==> src/rtl/bit_scan_pkg.sv <==
// Shared types for bit_scan_encoder: scan state enum and the index-width helper.
package bit_scan_pkg;

    typedef enum logic [1:0] {
        IDLE,
        SCAN,
        ZERO
    } state_t;

    function automatic int unsigned idx_width(input int unsigned n);
        return (n < 2) ? 1 : $clog2(n);
    endfunction

endpackage

==> src/rtl/bit_scan_encoder_prio_index.sv <==
// Combinational priority finder: index of the highest (MSB_FIRST=1) or lowest set bit,
// plus found (any bit set) and onehot (exactly one bit set) flags.
module prio_index
    import bit_scan_pkg::*;
#(
    parameter int unsigned N         = 8,
    parameter int unsigned W         = idx_width(N),
    parameter bit          MSB_FIRST = 1'b1
) (
    input  logic [N-1:0] vec,
    output logic [W-1:0] idx,
    output logic         found,
    output logic         onehot
);

    // Later loop iterations overwrite earlier ones, so the loop direction sets priority.
    always_comb begin
        idx = '0;
        if (MSB_FIRST) begin
            for (int unsigned i = 0; i < N; i++) begin
                if (vec[i]) idx = W'(i);
            end
        end else begin
            for (int unsigned i = N; i > 0; i--) begin
                if (vec[i-1]) idx = W'(i - 1);
            end
        end
    end

    assign found  = |vec;
    assign onehot = found && ((vec & (vec - 1'b1)) == '0);

endmodule

==> src/rtl/bit_scan_encoder.sv <==
// Registered bit-scan encoder: captures a request vector and emits the index of each set bit,
// one beat per handshake, in priority order. Define SCAN_COUNT_EN to add the out_count port.
module bit_scan_encoder
    import bit_scan_pkg::*;
#(
    parameter int unsigned N         = 8,
    parameter bit          MSB_FIRST = 1'b1
) (
    input  logic                     clk,
    input  logic                     rst_n,
    input  logic                     in_valid,
    output logic                     in_ready,
    input  logic [N-1:0]             in_vec,
    output logic                     out_valid,
    input  logic                     out_ready,
    output logic [idx_width(N)-1:0]  out_idx,
    output logic                     out_last,
    output logic                     out_zero
`ifdef SCAN_COUNT_EN
    ,
    output logic [idx_width(N):0]    out_count
`endif
);

    localparam int unsigned W = idx_width(N);

    state_t         state, state_n;
    logic [N-1:0]   pending, pending_n;
    logic [W-1:0]   p_idx;
    logic           p_found;
    logic           p_onehot;

    prio_index #(
        .N         (N),
        .W         (W),
        .MSB_FIRST (MSB_FIRST)
    ) u_prio (
        .vec    (pending),
        .idx    (p_idx),
        .found  (p_found),
        .onehot (p_onehot)
    );

    always_ff @(posedge clk) begin
        if (!rst_n) begin
            state   <= IDLE;
            pending <= '0;
        end else begin
            state   <= state_n;
            pending <= pending_n;
        end
    end

    always_comb begin
        state_n   = state;
        pending_n = pending;
        in_ready  = 1'b0;
        out_valid = 1'b0;
        out_idx   = '0;
        out_last  = 1'b0;
        out_zero  = 1'b0;
        case (state)
            IDLE: begin
                in_ready = 1'b1;
                if (in_valid) begin
                    pending_n = in_vec;
                    state_n   = (in_vec == '0) ? ZERO : SCAN;
                end
            end
            SCAN: begin
                // pending is never empty here; found doubles as the valid flag
                out_valid = p_found;
                out_idx   = p_idx;
                out_last  = p_onehot;
                if (out_ready) begin
                    pending_n[p_idx] = 1'b0;
                    if (p_onehot) state_n = IDLE;
                end
            end
            ZERO: begin
                out_valid = 1'b1;
                out_zero  = 1'b1;
                out_last  = 1'b1;
                if (out_ready) state_n = IDLE;
            end
            default: state_n = IDLE;
        endcase
    end

`ifdef SCAN_COUNT_EN
    logic [W:0] count;
    logic [W:0] count_in;

    always_comb begin
        count_in = '0;
        for (int unsigned i = 0; i < N; i++) begin
            count_in = count_in + (W+1)'(in_vec[i]);
        end
    end

    always_ff @(posedge clk) begin
        if (!rst_n) begin
            count <= '0;
        end else if (state == IDLE && in_valid) begin
            count <= count_in;
        end else if (state != IDLE && state_n == IDLE) begin
            count <= '0;
        end
    end

    assign out_count = count;
`endif

endmodule

==> config.mk <==
export PLATFORM = sky130hd
export DESIGN_NAME = bit_scan_encoder
export DESIGN_NICKNAME = d
export VERILOG_FILES = /design/src/rtl/bit_scan_pkg.sv /design/src/rtl/bit_scan_encoder_prio_index.sv /design/src/rtl/bit_scan_encoder.sv
export SDC_FILE = /design/constraint.sdc
export NUM_CORES = 1
export LEC_CHECK = 0
export ABC_AREA = 0
export BUFFER_PORTS_ARGS = -buffer_cell sky130_fd_sc_hd__buf_2
export CAP_MARGIN = 30
export CORE_UTILIZATION = 30
export CTS_CLUSTER_SIZE = 14
export DETAILED_ROUTE_END_ITERATION = 6
export PLACE_DENSITY_LB_ADDON = 0.08
export RECOVER_POWER = 50
export SLEW_MARGIN = 20
export SYNTH_ARGS = -nofsm -noshare
export SYNTH_HDL_FRONTEND = slang
export SYNTH_HIERARCHICAL = 1
export SYNTH_SLANG_ARGS = --single-unit
==> constraint.sdc <==
create_clock -name clk -period 3.05 [get_ports clk]
set_input_delay 0.305 -clock clk [delete_from_list [all_inputs] [get_ports clk]]
set_output_delay 0.305 -clock clk [all_outputs]
set_load 0.03 [all_outputs]
Word level (Yosys, flattened, before mapping)
Index checks and enable logic that the tools add are counted.

Bits in registers: 10. Memories: 0. RAM bits: 0. Memory bits (read-only): 0. Latch bits: 0. Input port bits: 12. Logic and storage cells: 46. Output and inout bits: 7.

Multiplexer cells: 23. Reduce and logical (&&, ||, !) cells: 9. $lt $le $gt $ge: 2. Equal/unequal tests: 6. Bitwise gates (word level): 3. Multiply operators: 0. Divide/modulo/power cells: 0. Add/sub/neg operators: 1. Shift-type cells: 0.

Operators by type and width (number): $and A8 B8 Y8 (2); $logic_not A8 Y1 (2); $mux W8 (2); $pmux W8 S2 (1); $mux W3 (5); $mux W2 (7); $ne A2 B2 Y1 const B (4); $not A8 Y8 (1); $reduce_or A8 Y1 (1); $sub A8 B1 Y8 const B (1); $pmux W2 S3 (1); $lt A3 B4 Y1 const B (1); $mux W1 (4); $pmux W1 S2 (2); $reduce_and A4 Y1 (1); $demux W1 S3 (1); $ge A3 B1 Y1 const B (1); $reduce_and A3 Y1 (1); $eq A2 B1 Y1 const B (1); $eq A2 B2 Y1 const B (1); $logic_and A1 B1 Y1 (2); $logic_not A2 Y1 (1); $reduce_bool A2 Y1 (1).

Depth between registers and ports, before layout
Depth after elaboration: 15. Mapped depth: 7. Mapped depth without buffers: 7.

Modules after synthesis
Netlist, hierarchy kept.

By module, submodules not included: bit_scan_encoder (sequential area each 200.2 sq um, area each 629.4 sq um, instances 1, cells each 66); prio_index (sequential area each 0.0 sq um, area each 151.4 sq um, instances 1, cells each 24).

Worst setup path after synthesis
Ideal clock, no wire load.

Kind: reg2reg. Start point: reg pending[2]. End point: reg pending[1]. Arrival time: 1.865 ns. Setup slack: 1.067 ns. Data required time: 2.933 ns. Path buffers: 0. Library setup time: 0.117 ns. Clock period less this slack: 1.983 ns. Stages on the path, launching flop included: 8. Cells stage by stage: dfxtp_1 -> nand2b_1 -> a21oi_1 -> nor2_1 -> o21bai_1 -> or3b_1 -> a211o_1 -> a32o_1.

Word-level cells in the longest chain between the ends: 14. Elaborated cells on any way between the ends: 15. Those cells by class: order compare: 2; mux: 10; bitwise: 2; reduce/logical: 1.

Ends and longest elaborated chain: start, declared (line bit_scan_encoder.sv:28) `logic [N-1:0] pending, pending_n;`; start signal, assigned (line bit_scan_encoder.sv:50) `pending <= pending_n;`; $mux W2 (*) (2 in a row) (line bit_scan_encoder_prio_index.sv:21) `if (vec[i]) idx = W'(i);`; $mux W3 (*) (4 in a row) (line bit_scan_encoder_prio_index.sv:21); via p_idx[0] (line bit_scan_encoder.sv:29) `logic [W-1:0] p_idx;`; $lt A3 B4 Y1 (not written as such) / $ge A3 B1 Y1 (equally long branches) (line bit_scan_encoder.sv:76) `pending_n[p_idx] = 1'b0;`; $logic_and A1 B1 Y1 (not written as such) (line bit_scan_encoder.sv:76); $mux W1 (not written as such) (line bit_scan_encoder.sv:76); $demux W1 S3 (*) (line bit_scan_encoder.sv:76); $not A8 Y8 (no source line) (*); $and A8 B8 Y8 (no source line) (*); $mux W8 (*) (line bit_scan_encoder.sv:75) `if (out_ready) begin`; $pmux W8 S2 (*) (line bit_scan_encoder.sv:62) `case (state)`.

The timed path passes the listed nets; every way through them passes the cells marked *. The select of a mux whose other input is x is not followed. A chain may end at the register's enable or synchronous reset.

Final worst setup path
Start point: reg pending[1]. End point: reg pending[1].

Word-level cells in the longest chain between the ends: 15. Elaborated cells on any way between the ends: 16. Those cells by class: order compare: 2; mux: 11; bitwise: 2; reduce/logical: 1.

Ends and longest elaborated chain (line): $mux W1 (*) (bit_scan_encoder_prio_index.sv:21); $mux W2 (*) (2 in a row) (bit_scan_encoder_prio_index.sv:21); $mux W3 (*) (4 in a row) (bit_scan_encoder_prio_index.sv:21); via p_idx[0] (bit_scan_encoder.sv:29); $lt A3 B4 Y1 (not written as such) / $ge A3 B1 Y1 (equally long branches) (bit_scan_encoder.sv:76); $logic_and A1 B1 Y1 (not written as such) (bit_scan_encoder.sv:76); $mux W1 (not written as such) (bit_scan_encoder.sv:76); $demux W1 S3 (*) (bit_scan_encoder.sv:76); $not A8 Y8 (no source line) (*); $and A8 B8 Y8 (no source line) (*); $mux W8 (*) (bit_scan_encoder.sv:75); $pmux W8 S2 (*) (bit_scan_encoder.sv:62).

Marked as above.

==> out/qor.json <==
{
  "timing_hold_violations_final": 0,
  "initial_util": 0.315,
  "ff2ff_setup_slack_ns": 0.85,
  "clk_pin_slew_ns": 0.07,
  "cp.required_ns": 3.21,
  "worst_path_dominant_cell_family": "compound AO/OA/AOI/OAI gates",
  "globalplace.congestion": 0.769,
  "critPathMaxFanout": 9,
  "min_period_ns": 2.20,
  "seqCellArea_um2": 200,
  "netlist-cell-type-count": 34,
  "wire_length_of_the_first_global_routing_pass_um": 3330,
  "run_status": "finished, final reports clean",
  "finalMaxSlewViolations": 0,
  "synth_sequential_area_ratio": 0.256,
  "holdCritStartpoint": "in_vec[0]",
  "fin_worst_skew_ns": 0.00173,
  "timing_worst_slew_pin_value_ns": 0.673,
  "timing.critical_path.from_type": "flip-flop",
  "cts.path.max_buffers": 2,
  "clkSinkCount": 10,
  "drt.antenna.violating_nets": 0,
  "critical_path_depth": 7,
  "vias_per_cell": 5.81,
  "post-dp-hpwl_um": 1560,
  "grt_pass1_vias": 690,
  "placement.io_buffers": 18,
  "dieArea_um2": 2810,
  "clock_latency_ns": 0.26,
  "initial_drc_count": 17,
  "synth_flop_cell": "dfxtp_1",
  "slowest_stage": "dfxtp_1",
  "critical_path.n_buffers_inverters": 0,
  "final_instance_count_without_filler_cells": 137,
  "final_layout_size_suffix_gt1_frac": 0.196,
  "p_per_area_nw_per_um2": 862,
  "multi_input_comb_area_um2": 542,
  "maxSlewHeadroom": 0.550,
  "antenna_violations_before_repair": 0,
  "grt_setup_unrepaired": "no",
  "fillerInstances": 273,
  "synth-edff-count": 0,
  "timing.final.crit_share": 0.720,
  "netlist_top_cells_area": "dfxtp_1, a32o_1, a211o_1, ha_1, nor4b_1",
  "timing.rr.end": "pending[1]",
  "syn_nets": 105,
  "min_to": "pending[0]",
  "worstReg2RegStart": "pending[1]",
  "synth_area_um2": 781,
  "cp_cell_sequence": "nand2b_1, a21oi_1, nor2_1, o21bai_1, or3b_1, a211o_1, a32o_1",
  "per_instance_average_area_after_synthesis_um2": 8.67,
  "ys_seq_elements": 10,
  "yosys_warnings": 6,
  "cts-hold-fix-buffers": 0,
  "placed_cells_incl_taps": 133,
  "routed_wirelength_um": 2090,
  "cts_tree": "yes",
  "insertedDiodeCount": 0,
  "end_kind": "flip-flop",
  "root_buffer": "clkbuf_4",
  "synthDominantAreaCellType": "dfxtp_1",
  "post_synth_most_frequent_cells": "dfxtp_1, a211o_1, a32o_1",
  "critical-path-max-stage-delay_ns": 0.45,
  "globalRouteTotalUtil": 0.169,
  "power.ir.vdd_worst_mv": 0.374,
  "synth_top_area_frac": 0.256,
  "grt_overflow_total": 0,
  "worstPathArrival_ns": 2.36,
  "power.leakage_nw": 0.348,
  "die_h_um": 53.0,
  "h_tree_lvl_count": 1,
  "report.final.setup_viol": 0,
  "ios": 19,
  "fin_nets": 123,
  "cts_post_setup_buffers_inserted": 0,
  "asyncSetResetFlopFracSynth": 0,
  "fp.coreArea_um2": 2480,
  "worst_hold_path.num_cells": 3,
  "hp-class": "in -> reg",
  "yosysMostFrequentCell": "dfxtp_1",
  "maxCapViolations": 0,
  "cts_inserted_buffers": 3,
  "ff2ff_path_depth": 7,
  "fin_setup_tns_ns": 0,
  "post_synthesis_cells": 90,
  "die_width_um": 53.0,
  "synthToLayoutAreaGrowth_pct": 16.7,
  "timing_worst_setup_path_type": "reg -> reg",
  "pin_count_of_the_biggest_net_entering_global_routing": 17,
  "drc": 0,
  "drtPass1Iterations": 4,
  "clock.fmax_mhz": 455,
  "dr_total_vias": 796,
  "cts_resized": 0,
  "rows": 18,
  "drt-wirelength-per-cell_um": 15.2
}
-- worst min-delay path: stages --
cell and delay [ns]:
buf_2 0.08, nand2_1 0.04, nand2_1 0.05
-- through the flow --
| stage | utilization | instance area, um2 | power [W] | hold slack (ns) | worst slack (ns) |
|---|---|---|---|---|---|
| after floorplan | - | 781 | 0.000565 | 0.412 | 1.07 |
| after global placement | 0.356 | 881 | 0.000666 | 0.512 | 0.906 |
| after detailed placement | 0.356 | 881 | 0.000668 | 0.517 | 0.877 |
| after CTS | 0.370 | 917 | 0.000793 | 0.240 | 0.848 |
| after global routing | 0.368 | 911 | 0.000857 | 0.253 | 0.676 |
| final | 0.368 | 911 | 0.000785 | 0.243 | 0.854 |
-- where the power goes --
part	internal [W]	switching, W
sequential	0.000158	0.0000445
clock	0.0000724	0.0000495
combinational	0.000188	0.000272
total	0.000419	0.000366
-- state kept, by name, indices dropped and copies added (netlist names) --
register and flops:
pending 8, state 2
-- worst max path at each step --
| stage | startpoint | endpoint |
|---|---|---|
| after floorplan | pending[2] | pending[1] |
| after detailed placement | pending[2] | pending[1] |
| final | pending[1] | pending[1] |
| after global routing | pending[1] | pending[1] |
| after CTS | pending[1] | pending[1] |
| after global placement | pending[1] | pending[1] |
-- cell usage in the layout, fill, tap and decap left out --
cell      instances
a21boi_0          1
clkbuf_8          1
o31ai_1           1
clkbuf_4          3
dfxtp_1          10
nand2b_1          1
o41ai_1           1
nand3b_1          3
buf_2            13
a211o_1           7
nor4_2            2
a32o_1            7
a21oi_1           3
and4b_1           1
nor2_1            4
o31a_2            1
nand3_1           2
or3_1             1
inv_1             3
and2_1            2
o311ai_0          3
o21ai_1           1
and2_2            1
or3b_1            3
nor2b_1           5
o21ai_0           3
nand2_1           6
clkbuf_1          5
nor4b_1           4
a211oi_1          2
or4_1             2
mux2i_1           1
o21bai_1          1
ha_1              3
-- area by class of cell --
type	instances	share of cell area
Timing Repair Buffer	18	0.0920
Multi-Input combinational cell	72	0.595
Inverter	3	0.0124
Clock buffer	4	0.0398
Tap cell	30	0.0412
Sequential cell	10	0.220
-- metal layers --
metal,part of all wire,up-vias,global-route usage
li1,-,393,-
met3,0.031,4,0.0172
met2,0.48,14,0.262
met4,0.014,0,0.0921
met5,0,-,0
met1,0.47,385,0.226
-- logic make-up (layout without fill, tap and decap cells) --
family | count (synthesis) | after routing | synth area share
buffers and inverters | 8 | 25 | 0.0497
DFF | 10 | 10 | 0.256
and+or+nand+nor | 37 | 37 | 0.314
muxes | 1 | 1 | 0.0128
AOI/OAI and AO/OA | 31 | 31 | 0.319
adders and majority gates | 3 | 3 | 0.0481
No activity file was read; power rests on OpenSTA's default activity.
